### src/rtl/uart_word_sender.sv
// Breaks an NB_WORD word into NB_DATA bytes, LSB first, and hands them to a uart transmitter.
// Define UART_WORD_CHECKSUM_EN to append a trailing XOR checksum byte to each word.
module uart_word_sender #(
  parameter int NB_WORD = 32,
  parameter int NB_DATA = 8
) (
  input  logic               i_clk,
  input  logic               i_rst,
  input  logic               i_word_valid,
  input  logic [NB_WORD-1:0] i_word,
  output logic               o_word_ready,
  output logic               o_tx_start,
  output logic [NB_DATA-1:0] o_tx_data,
  input  logic               i_tx_done_tick,
  output logic               o_word_sent,
  output logic               o_busy
);

  localparam int unsigned NBYTES = NB_WORD / NB_DATA;
`ifdef UART_WORD_CHECKSUM_EN
  localparam int unsigned TOTAL = NBYTES + 1;
`else
  localparam int unsigned TOTAL = NBYTES;
`endif
  localparam int unsigned CW = $clog2(NBYTES + 2);

  typedef enum logic [1:0] {IDLE, START, WAIT_DONE, FINISH} state_t;

  state_t             state;
  logic [NB_WORD-1:0] shreg;
  logic [NB_WORD-1:0] shifted;
  logic [CW-1:0]      cnt;
`ifdef UART_WORD_CHECKSUM_EN
  logic [NB_DATA-1:0] csum;
`endif

  assign shifted = shreg >> NB_DATA;

  always_ff @(posedge i_clk or posedge i_rst) begin
    if (i_rst) begin
      state        <= IDLE;
      shreg        <= '0;
      cnt          <= '0;
      o_tx_data    <= '0;
      o_tx_start   <= 1'b0;
      o_word_sent  <= 1'b0;
      o_busy       <= 1'b0;
      o_word_ready <= 1'b1;
`ifdef UART_WORD_CHECKSUM_EN
      csum         <= '0;
`endif
    end else begin
      o_tx_start  <= 1'b0;
      o_word_sent <= 1'b0;
      case (state)
        IDLE: begin
          if (i_word_valid && o_word_ready) begin
            shreg        <= i_word;
            cnt          <= '0;
            o_tx_data    <= i_word[NB_DATA-1:0];
            o_tx_start   <= 1'b1;
            o_word_ready <= 1'b0;
            o_busy       <= 1'b1;
`ifdef UART_WORD_CHECKSUM_EN
            csum         <= '0;
`endif
            state        <= START;
          end
        end
        START: state <= WAIT_DONE;
        WAIT_DONE: begin
          if (i_tx_done_tick) begin
`ifdef UART_WORD_CHECKSUM_EN
            csum <= csum ^ o_tx_data;
`endif
            if (cnt == CW'(TOTAL - 1)) begin
              o_word_sent <= 1'b1;
              state       <= FINISH;
            end else begin
              cnt        <= cnt + CW'(1);
              shreg      <= shifted;
              o_tx_start <= 1'b1;
`ifdef UART_WORD_CHECKSUM_EN
              // after the last data byte the running XOR (incl. that byte) becomes the payload
              o_tx_data  <= (cnt == CW'(NBYTES - 1)) ? (csum ^ o_tx_data)
                                                     : shifted[NB_DATA-1:0];
`else
              o_tx_data  <= shifted[NB_DATA-1:0];
`endif
              state      <= START;
            end
          end
        end
        FINISH: begin
          o_busy       <= 1'b0;
          o_word_ready <= 1'b1;
          state        <= IDLE;
        end
        default: state <= IDLE;
      endcase
    end
  end

endmodule

### config.mk
export PLATFORM = sky130hd
export DESIGN_NAME = uart_word_sender
export DESIGN_NICKNAME = d
export VERILOG_FILES = /design/src/rtl/uart_word_sender.sv
export SDC_FILE = /design/constraint.sdc
export NUM_CORES = 1
export LEC_CHECK = 0
export BUFFER_PORTS_ARGS = -buffer_cell sky130_fd_sc_hd__buf_4
export CORE_MARGIN = 5
export CORE_UTILIZATION = 30
export CTS_BUF_LIST = sky130_fd_sc_hd__clkbuf_4 sky130_fd_sc_hd__clkbuf_8
export DETAILED_ROUTE_END_ITERATION = 10
export GPL_ROUTABILITY_DRIVEN = 0
export PLACE_DENSITY_LB_ADDON = 0.1
export SLEW_MARGIN = 5
export SYNTH_ARGS = -nofsm -noshare
export SYNTH_HDL_FRONTEND = slang
export SYNTH_SLANG_ARGS = --single-unit
### constraint.sdc
create_clock -name i_clk -period 2.4 [get_ports i_clk]
set_input_delay 0.48 -clock i_clk [delete_from_list [all_inputs] [get_ports i_clk]]
set_output_delay 0.48 -clock i_clk [all_outputs]
set_load 0.03 [all_outputs]
==> impl_metrics.yaml, run 1 <==
run_status:
  status: "completed"
floorplanning:
  die_area_um2: 9010
  ios: 48
  core.rowCount: 31
  start_util: 0.303
  core_region_area_um2: 7140
  die-height_um: 94.9
  chipWidth_um: 94.9
logic_synthesis:
  synth-edff-count: 0
  synth_fp_nets: 194
  syn_inst: 156
  synth_cell_type_count: 22
  synth_area_leaders: "dfrtp_1 46%, mux2_4 24%, mux2_2 6.8%"
  netlist.area_leader.share: 0.462
  async_flop_share: 1.00
  avgSynthCellArea_um2: 13.9
  netlist_top_cells_count: "40 x dfrtp_1, 34 x mux2_4, 13 x mux2_2"
  synthFlopType: "dfrtp_1"
  ys_seq_elements: 41
  yosysTopAreaCell: "dfrtp_1"
  yosysSeqAreaShare: 0.475
  yosysWarnings: 0
  yosysMostFrequentCell: "dfrtp_1"
  netlist_area_um2: 2160
power:
  power_w: 0.00289
  seqPwrFrac: 0.402
  p_sw_w: 0.000917
  clock_power_share: 0.166
  p_comb_frac: 0.432
  p_per_area_nw_per_um2: 1090
  peakVddDrop_uv: 315
  p_leak_nw: 1.31
  p_sw_frac: 0.317
  internal_power_w: 0.00198
finish:
  diodes: 0
  syn_to_final_growth_pct: 22.7
  drive_gt1_frac: 0.550
  finish.net_count: 237
  layout.cells.non_filler: 299
sta:
  fmax_ghz: 0.508
  slew_headroom: 0.727
  rsz0062_at_grt: "no"
  setup_viol_count_final: 0
  fin_tns_setup_ns: 0
  worst_pin_slew_ns: 0.410
  maxSlewViolCount: 0
  timing.final.ws_setup_ns: 0.431
  fin_crit_sh: 0.820
  final-hold-violation-count: 0
  hold_slack_ns: 0.163
  skew_ns: 0.00570
  period_minus_slack_ns: 1.97
grt:
  grt.overflow.total: 0
  grtUsageMet2: 0.149
  grt_pass1_vias: 1397
  grt_usage: 0.0991
  antenna_found_initial: 0
  grt_start_max_net_pins: 26
  grt_first_pass_wirelength_um: 6800
  grt-busiest-layer: "met2"
  gr-usage-met1: 0.132
  grtUsageMet3: 0.0311
clocking:
  cts_hold_buf: 0
  cts_tree: "done"
  max-clock-path-buffers: 2
  post-cts-setup-buffer-count: 0
  htree_levels: 2
  clk_pin_slew_ns: 0.08
  cts_resized: 0
  clock_sinks: 41
  root_buffer: "clkbuf_8"
  numCtsBuffers: 5
  worstSkewPairLatency_ns: 0.29
critical_path:
  crit_family: "flip-flops"
  path_cells: "ha_1 -> ha_1 -> nand3b_1 -> a21oi_4 -> buf_4 -> mux2_1"
  crit_start: "cnt[0]$_DFFE_PP0P_"
  slowest_delay_ns: 0.39
  r2r-start: "cnt[0]$_DFFE_PP0P_"
  cp_slowest_cell: "dfrtp_1"
  start_kind: "flip-flop"
  cp_max_fo: 16
  arrival_ns: 2.14
  crit_path_end_kind: "flip-flop"
  crit_type: "reg2reg"
  worst_ep_required_time_ns: 2.57
  worst_path_most_repeated_cell: "ha_1"
  worst-path-buf-inv: 1
routing:
  wire_per_inst_um: 13.6
  via_count: 1266
  ant_nets: 0
  via_per_inst: 4.23
  drt_pre_antenna_iters: 4
  totalWireLength_um: 4080
  drt_iter0_drc: 41
  drcViolationCount: 0
worst_hold_path:
  hp-class: "in2async"
placement:
  port_buffers: 47
  dpl_worst_slack_ns: 0.417
  place_hpwl_um: 3040
  placed_cells: 291
flow_run:
  max_cap_violations: 0
-- placed cells by master, fill, tap and decap left out --
| cell type | n |
|---|---|
| buf_4 | 49 |
| dfrtp_1 | 40 |
| mux2_4 | 34 |
| mux2_2 | 13 |
| inv_1 | 11 |
| nand2_1 | 10 |
| mux2i_1 | 8 |
| clkbuf_8 | 6 |
| nor2_1 | 5 |
| mux2_1 | 4 |
| a21oi_1 | 3 |
| nand3b_1 | 2 |
| ha_1 | 2 |
| clkbuf_4 | 2 |
| buf_12 | 2 |
| nand2b_2 | 1 |
| a21oi_4 | 1 |
| o21bai_1 | 1 |
| a31oi_1 | 1 |
| o2bb2ai_1 | 1 |
| nand2b_1 | 1 |
| inv_2 | 1 |
| and3_1 | 1 |
| dfstp_2 | 1 |
-- sequential cells by signal, indices dropped and copies added, names as in the netlist --
signal	cells
shreg	25
o_word_ready	1
cnt	3
o_word_sent	1
o_tx_start	1
o_tx_data	7
state	2
o_busy	1
-- stage by stage --
| step | util | instance area, um2 |
|---|---|---|
| after floorplan | - | 2160 |
| after global placement | 0.358 | 2560 |
| after detailed placement | 0.358 | 2560 |
| after CTS | 0.372 | 2660 |
| after global routing | 0.372 | 2660 |
| final | 0.372 | 2660 |
-- area by class of cell --
type                    count  area [um2]
clock buffers               8        97.6
fillers                   722        4480
inverters                  12        45.0
multi-input cells          88         953
flip-flops and latches     41        1030
well taps                  99         124
repair buffers             51         408
-- worst reg2reg max path, cell delays in order (launching register included) --
cell      delay (ns)
dfrtp_1         0.39
ha_1            0.20
ha_1            0.19
nand3b_1        0.20
a21oi_4         0.20
buf_4           0.29
mux2_1          0.36
-- final timing paths --
path                                                  to  slack [ns]  cells past startpoint
worst min register to register  o_tx_data[5]$_DFFE_PP0P_        0.50                      1
worst min-delay path               shreg[28]$_DFFE_PP0P_        0.16                      2
worst max register to register        cnt[1]$_DFFE_PP0P_        0.43                      6
max in group asynchronous       o_tx_data[1]$_DFFE_PP0P_        1.57                      3
worst max-delay path                  cnt[1]$_DFFE_PP0P_        0.43                      6
min in group i_clk                 o_word_sent$_DFF_PP0_        0.44                      3
-- metal layers --
metal,routed length (um),vias up
met4,70,0
met1,2000,616
met2,1790,36
met3,211,6
met5,0,-
li1,-,608
-- power groups by stage --
| stage | combinational (W) | sequential (W) | clock, W |
|---|---|---|---|
| floorplan | 0.00113 | 0.00113 | 0 |
| global placement | 0.00125 | 0.00117 | 0 |
| detailed placement | 0.00127 | 0.00118 | 0 |
| CTS | 0.00127 | 0.00117 | 0.000514 |
| global route | 0.00135 | 0.00121 | 0.000543 |
| finish | 0.00125 | 0.00116 | 0.000481 |
-- cells by family after synthesis --
| kind of cell | after synthesis | synth area share |
|---|---|---|
| adder cells (fa/ha/maj) | 2 | 0.0116 |
| AO/OA/AOI/OAI | 7 | 0.0249 |
| flip-flops | 41 | 0.475 |
| buffers and inverters | 27 | 0.0861 |
| multiplexers | 59 | 0.361 |
| AND/OR/NAND/NOR | 20 | 0.0416 |
(Power assumes the default switching activity.)
==> run 2: changes to the inputs <==
--- a/config.mk
+++ b/config.mk
@@ -5,6 +5,7 @@
 export SDC_FILE = /design/constraint.sdc
 export NUM_CORES = 1
 export LEC_CHECK = 0
+export ABC_AREA = 1
 export BUFFER_PORTS_ARGS = -buffer_cell sky130_fd_sc_hd__buf_4
 export CORE_MARGIN = 5
 export CORE_UTILIZATION = 30
==> constraint.sdc (replaced) <==
create_clock -name i_clk -period 1.7 [get_ports i_clk]
set_input_delay 0.34 -clock i_clk [delete_from_list [all_inputs] [get_ports i_clk]]
set_output_delay 0.34 -clock i_clk [all_outputs]
set_load 0.03 [all_outputs]
==> impl_metrics.yaml, run 2 <==
logic_synthesis:
  netlist.area_leader.share: 0.468
  netlist_top_cells_count: "120 x nand2_1, 59 x nand3_1, 40 x dfrtp_1"
  netlist_area_um2: 2140
  yosysTopAreaCell: "dfrtp_1"
  synth-edff-count: 0
  avgSynthCellArea_um2: 7.75
  syn_inst: 276
  synthFlopType: "dfrtp_1"
  ys_seq_elements: 41
  synth_area_leaders: "dfrtp_1 47%, nand2_1 21%, nand3_1 14%"
  async_flop_share: 1.00
  synth_fp_nets: 314
  yosysSeqAreaShare: 0.480
  yosysMostFrequentCell: "nand2_1"
  synth_cell_type_count: 20
  yosysWarnings: 0
finish:
  postLayoutCellArea_um2: 2630
  layout.cells.non_filler: 410
  mostFrequentLayoutCells: "120 x nand2_1, 59 x nand3_1, 55 x buf_4"
  diodes: 0
  finish.net_count: 352
  fin_util: 0.383
  nFillCells: 747
  largest_register_ffs: 25
  syn_to_final_growth_pct: 22.9
  drive_gt1_frac: 0.232
  layout_top_registers: "shreg x25, o_tx_data x7, cnt x3"
  layout_commonest_cell: "nand2_1"
  regMostFlops: "shreg"
critical_path:
  worst_ep_required_time_ns: 1.89
  crit_type: "reg2reg"
  crit_path_end_kind: "flip-flop"
  cp_max_fo: 35
  start_kind: "flip-flop"
  arrival_ns: 1.73
grt:
  grt_start_max_net_pins: 36
  grt.overflow.total: 0
  grt_usage: 0.135
  grt_pass1_vias: 1960
  antenna_found_initial: 0
  grt_first_pass_wirelength_um: 9540
run_status:
  status: "completed"
floorplanning:
  core.rowCount: 30
  ios: 48
  die-height_um: 94.5
  die_area_um2: 8920
  start_util: 0.311
  chipWidth_um: 94.5
  core_region_area_um2: 6870
sta:
  fmax_ghz: 0.650
  skew_ns: 0.00703
  worst_pin_slew_ns: 0.481
  final-hold-violation-count: 0
  slew_headroom: 0.679
  period_minus_slack_ns: 1.54
  rsz0062_at_grt: "no"
  fin_tns_setup_ns: 0
  fin_crit_sh: 0.905
  maxSlewViolCount: 0
  setup_viol_count_final: 0
clocking:
  clock_sinks: 41
  max-clock-path-buffers: 2
  clk_pin_slew_ns: 0.08
  htree_levels: 2
  numCtsBuffers: 5
  worstSkewPairLatency_ns: 0.29
  post-cts-setup-buffer-count: 0
  cts_hold_buf: 0
  root_buffer: "clkbuf_8"
  cts_tree: "done"
routing:
  via_per_inst: 4.53
  via_count: 1856
  drt_iter0_drc: 76
  drt_pre_antenna_iters: 4
  ant_nets: 0
  drcViolationCount: 0
  wire_per_inst_um: 13.5
  totalWireLength_um: 5550
power:
  p_per_area_nw_per_um2: 1710
  seqPwrFrac: 0.372
  p_sw_w: 0.00198
  clock_power_share: 0.148
  internal_power_w: 0.00252
  peakVddDrop_uv: 441
  p_comb_frac: 0.480
  power_w: 0.00451
  p_sw_frac: 0.440
  p_leak_nw: 1.45
worst_hold_path:
  hp-class: "in2async"
placement:
  placed_cells: 403
  port_buffers: 47
  place_hpwl_um: 3640
  placed_cell_area_um2: 2530
flow_run:
  max_cap_violations: 0
==> run 2: cell types whose count changed in the layout (fill, tap and decap cells not counted), sizes merged, moves of 2 or more <==
cell    before  now
nand2       10  123
nand3        0   59
mux2        51    0
mux2i        8    0
nand4        0    8
buf         51   57
inv         12    7
a21oi        4    0
nor2         5    8
nand2b       2    0
nand3b       2    0
o21ai        0    2
==> run 2: stage by stage <==
stage                     worst slack [ns]  hold slack [ns]
after detailed placement            0.0990            0.379
after global routing                0.0594           0.0761
after global placement               0.148            0.383
final                                0.162           0.0396
after floorplan                      0.218            0.460
after CTS                           0.0549           0.0499
==> run 2: final cells by class <==
type	instances	area, um2	share of cell area
multi-input cells	202	911	0.346
clock buffers	7	90.1	0.0343
repair buffers	57	453	0.172
inverters	7	28.8	0.0109
flip-flops and latches	41	1030	0.391
well taps	96	120	0.0457
==> run 2: kinds of logic (layout without fill, tap and decap cells) <==
logic type      after synthesis  in the layout  synth area share
fa+ha+maj                     2              2            0.0117
buf+inv                      33             71            0.0994
compound gates                2              2           0.00468
simple gates                198            198             0.404
flops                        41             41             0.480
==> run 2: critical path, cell delays in order, from the launching register on <==
cell and delay [ns]:
dfrtp_1 0.41, ha_1 0.21, ha_1 0.20, nor2_2 0.17, nand2_4 0.10, buf_12 0.18, nand3_1 0.09, nand2_1 0.06
==> run 2: worst paths after layout <==
check,slack [ns],from,cells after the start,end
min,0.04,i_rst,2,state[0]$_DFFE_PP0P_
max reg2reg,0.16,cnt[0]$_DFFE_PP0P_,7,shreg[26]$_DFFE_PP0P_
min reg2reg,0.47,o_word_ready$_DFFE_PP1P_,2,o_word_ready$_DFFE_PP1P_
max in group asynchronous,1.07,i_rst,3,shreg[14]$_DFFE_PP0P_
max,0.16,cnt[0]$_DFFE_PP0P_,7,shreg[26]$_DFFE_PP0P_
min in group i_clk,0.29,i_tx_done_tick,3,o_word_sent$_DFF_PP0_
==> run 2: timing repair <==
action / in CTS / in global routing
gates resized for setup: 0 / 2
endpoints found under the setup margin: 0 / 27
hold endpoints to repair: 0 / 0
==> run 2: per-layer routing <==
metal	GRT usage	vias to the layer above	wire length, um
met4	0.0361	0	61
met2	0.207	50	2530
met5	0	-	0
met3	0.0351	6	280
met1	0.188	845	2680
li1	-	955	-
==> run 2: power by group through the flow <==
stage,clock network [W],logic (W),registers (W)
after floorplan,0,0.00168,0.00167
after global placement,0,0.00217,0.00169
after detailed placement,0,0.00218,0.00169
after CTS,0.000698,0.00219,0.00168
after global routing,0.000735,0.00247,0.00173
final,0.000668,0.00216,0.00168
==> run 3: changes to the inputs <==
--- a/config.mk
+++ b/config.mk
@@ -9,7 +9,6 @@
 export BUFFER_PORTS_ARGS = -buffer_cell sky130_fd_sc_hd__buf_4
 export CORE_MARGIN = 5
 export CORE_UTILIZATION = 30
-export CTS_BUF_LIST = sky130_fd_sc_hd__clkbuf_4 sky130_fd_sc_hd__clkbuf_8
 export DETAILED_ROUTE_END_ITERATION = 10
 export GPL_ROUTABILITY_DRIVEN = 0
 export PLACE_DENSITY_LB_ADDON = 0.1
==> constraint.sdc (replaced) <==
create_clock -name i_clk -period 1.7 [get_ports i_clk]
set_input_delay 0.34 -clock i_clk [delete_from_list [all_inputs] [get_ports i_clk]]
set_output_delay 0.34 -clock i_clk [all_outputs]
set_load 0.1 [all_outputs]
==> impl_metrics.yaml, run 3 (synthesis results as in run 2) <==
floorplanning:
  die-height_um: 94.5
  die_area_um2: 8920
  core.rowCount: 30
  chipWidth_um: 94.5
  ios: 48
  core_region_area_um2: 6870
  start_util: 0.311
critical_path:
  worstReg2RegEnd: "shreg[7]$_DFFE_PP0P_"
  crit_start: "cnt[0]$_DFFE_PP0P_"
  crit_path_end_kind: "flip-flop"
  r2r_slack_ns: 0.09
  reg2reg_depth: 7
  arrival_ns: 1.79
  start_kind: "flip-flop"
  worst_ep_required_time_ns: 1.88
  cp-endpoint: "shreg[7]$_DFFE_PP0P_"
  r2r-start: "cnt[0]$_DFFE_PP0P_"
  crit_type: "reg2reg"
  cp_max_fo: 26
routing:
  via_per_inst: 4.48
  via_count: 1844
  totalWireLength_um: 5530
  drt_iter0_drc: 99
  wire_per_inst_um: 13.4
  drt_pre_antenna_iters: 4
  ant_nets: 0
  drcViolationCount: 0
grt:
  grt_first_pass_wirelength_um: 9220
  grt.overflow.total: 0
  antenna_found_initial: 0
  grt_start_max_net_pins: 42
  grt_pass1_vias: 1879
  grt_usage: 0.134
finish:
  regMostFlops: "shreg"
  mostFrequentLayoutCells: "120 x nand2_1, 59 x nand3_1, 58 x buf_4"
  layout_top_registers: "shreg x25, o_tx_data x7, cnt x3"
  nFillCells: 740
  finish.net_count: 354
  largest_register_ffs: 25
  syn_to_final_growth_pct: 23.0
  diodes: 0
  layout_commonest_cell: "nand2_1"
  drive_gt1_frac: 0.234
  seq_area_um2: 1030
  multi_input_area_um2: 911
clocking:
  max-clock-path-buffers: 2
  clk_pin_slew_ns: 0.08
  post-cts-setup-buffer-count: 0
  root_buffer: "clkbuf_8"
  htree_levels: 2
  worstSkewPairLatency_ns: 0.29
  cts_tree: "done"
  clock_sinks: 41
  numCtsBuffers: 5
sta:
  worst_pin_slew_ns: 0.308
  rsz0062_at_grt: "no"
  fin_crit_sh: 0.946
  maxSlewViolCount: 0
  slew_headroom: 0.794
  final-hold-violation-count: 0
  fin_tns_setup_ns: 0
  skew_ns: 0.00238
  period_minus_slack_ns: 1.61
  setup_viol_count_final: 0
  fmax_ghz: 0.622
flow_run:
  max_cap_violations: 0
power:
  p_per_area_nw_per_um2: 1960
  power_w: 0.00516
  peakVddDrop_uv: 657
  p_leak_nw: 1.45
placement:
  place_hpwl_um: 3590
  port_buffers: 47
run_status:
  status: "completed"
worst_hold_path:
  hp-class: "in2async"
run 3: cell count changes in the layout (fill, tap and decap cells not counted), sizes merged:
| cell | change |
|---|---|
| buf | +2 |
run 3: report_power, final:
group          internal (W)  switching, W  total [W]
sequential          0.00141      0.000270    0.00168
combinational      0.000787       0.00204    0.00283
clock              0.000323      0.000334   0.000657
total               0.00252       0.00264    0.00516
run 3: what timing repair did:
action	4_1_cts	5_1_grt
resized for setup	0	2
endpoints found under the hold margin	0	0
setup endpoints to repair	0	15
hold buffers	0	0
run 3: final cells by class:
cell class              count  area share
clock buffers               7      0.0328
inverters                   7      0.0109
repair buffers             59       0.173
well taps                  96      0.0456
flip-flops and latches     41       0.392
multi-input cells         202       0.346
run 3: worst min-delay path by stage:
stage,endpoint,slack [ns]
2_1_floorplan,o_word_sent$_DFF_PP0_,0.46
3_3_place_gp,cnt[1]$_DFFE_PP0P_,0.43
3_5_place_dp,o_word_sent$_DFF_PP0_,0.43
4_1_cts,o_tx_data[4]$_DFFE_PP0P_,0.11
5_1_grt,o_busy$_DFFE_PP0P_,0.12
6_report,o_tx_data[4]$_DFFE_PP0P_,0.10
run 3: worst max-delay path, cell delays in order, from the launching register on:
cell and delay (ns):
dfrtp_1 0.40, ha_1 0.20, ha_1 0.20, nor2_2 0.19, nand2_4 0.10, buf_4 0.24, nand3_1 0.10, nand2_1 0.06
run 3: layer usage:
metal,wire (um),global-route usage
met4,81,0.0397
met2,2550,0.210
met1,2640,0.182
met3,260,0.0327
met5,0,0
run 3: per-stage QoR:
| step | hold WS [ns] | setup slack, ns | cell area (um2) | instances | utilization |
|---|---|---|---|---|---|
| 2_1_floorplan | 0.460 | 0.0311 | 2140 | 276 | - |
| 3_3_place_gp | 0.431 | 0.111 | 2530 | 405 | 0.369 |
| 3_5_place_dp | 0.434 | 0.104 | 2530 | 405 | 0.369 |
| 4_1_cts | 0.112 | 0.0754 | 2620 | 412 | 0.382 |
| 5_1_grt | 0.122 | 0.00157 | 2630 | 412 | 0.383 |
| 6_report | 0.104 | 0.0921 | 2630 | 412 | 0.383 |
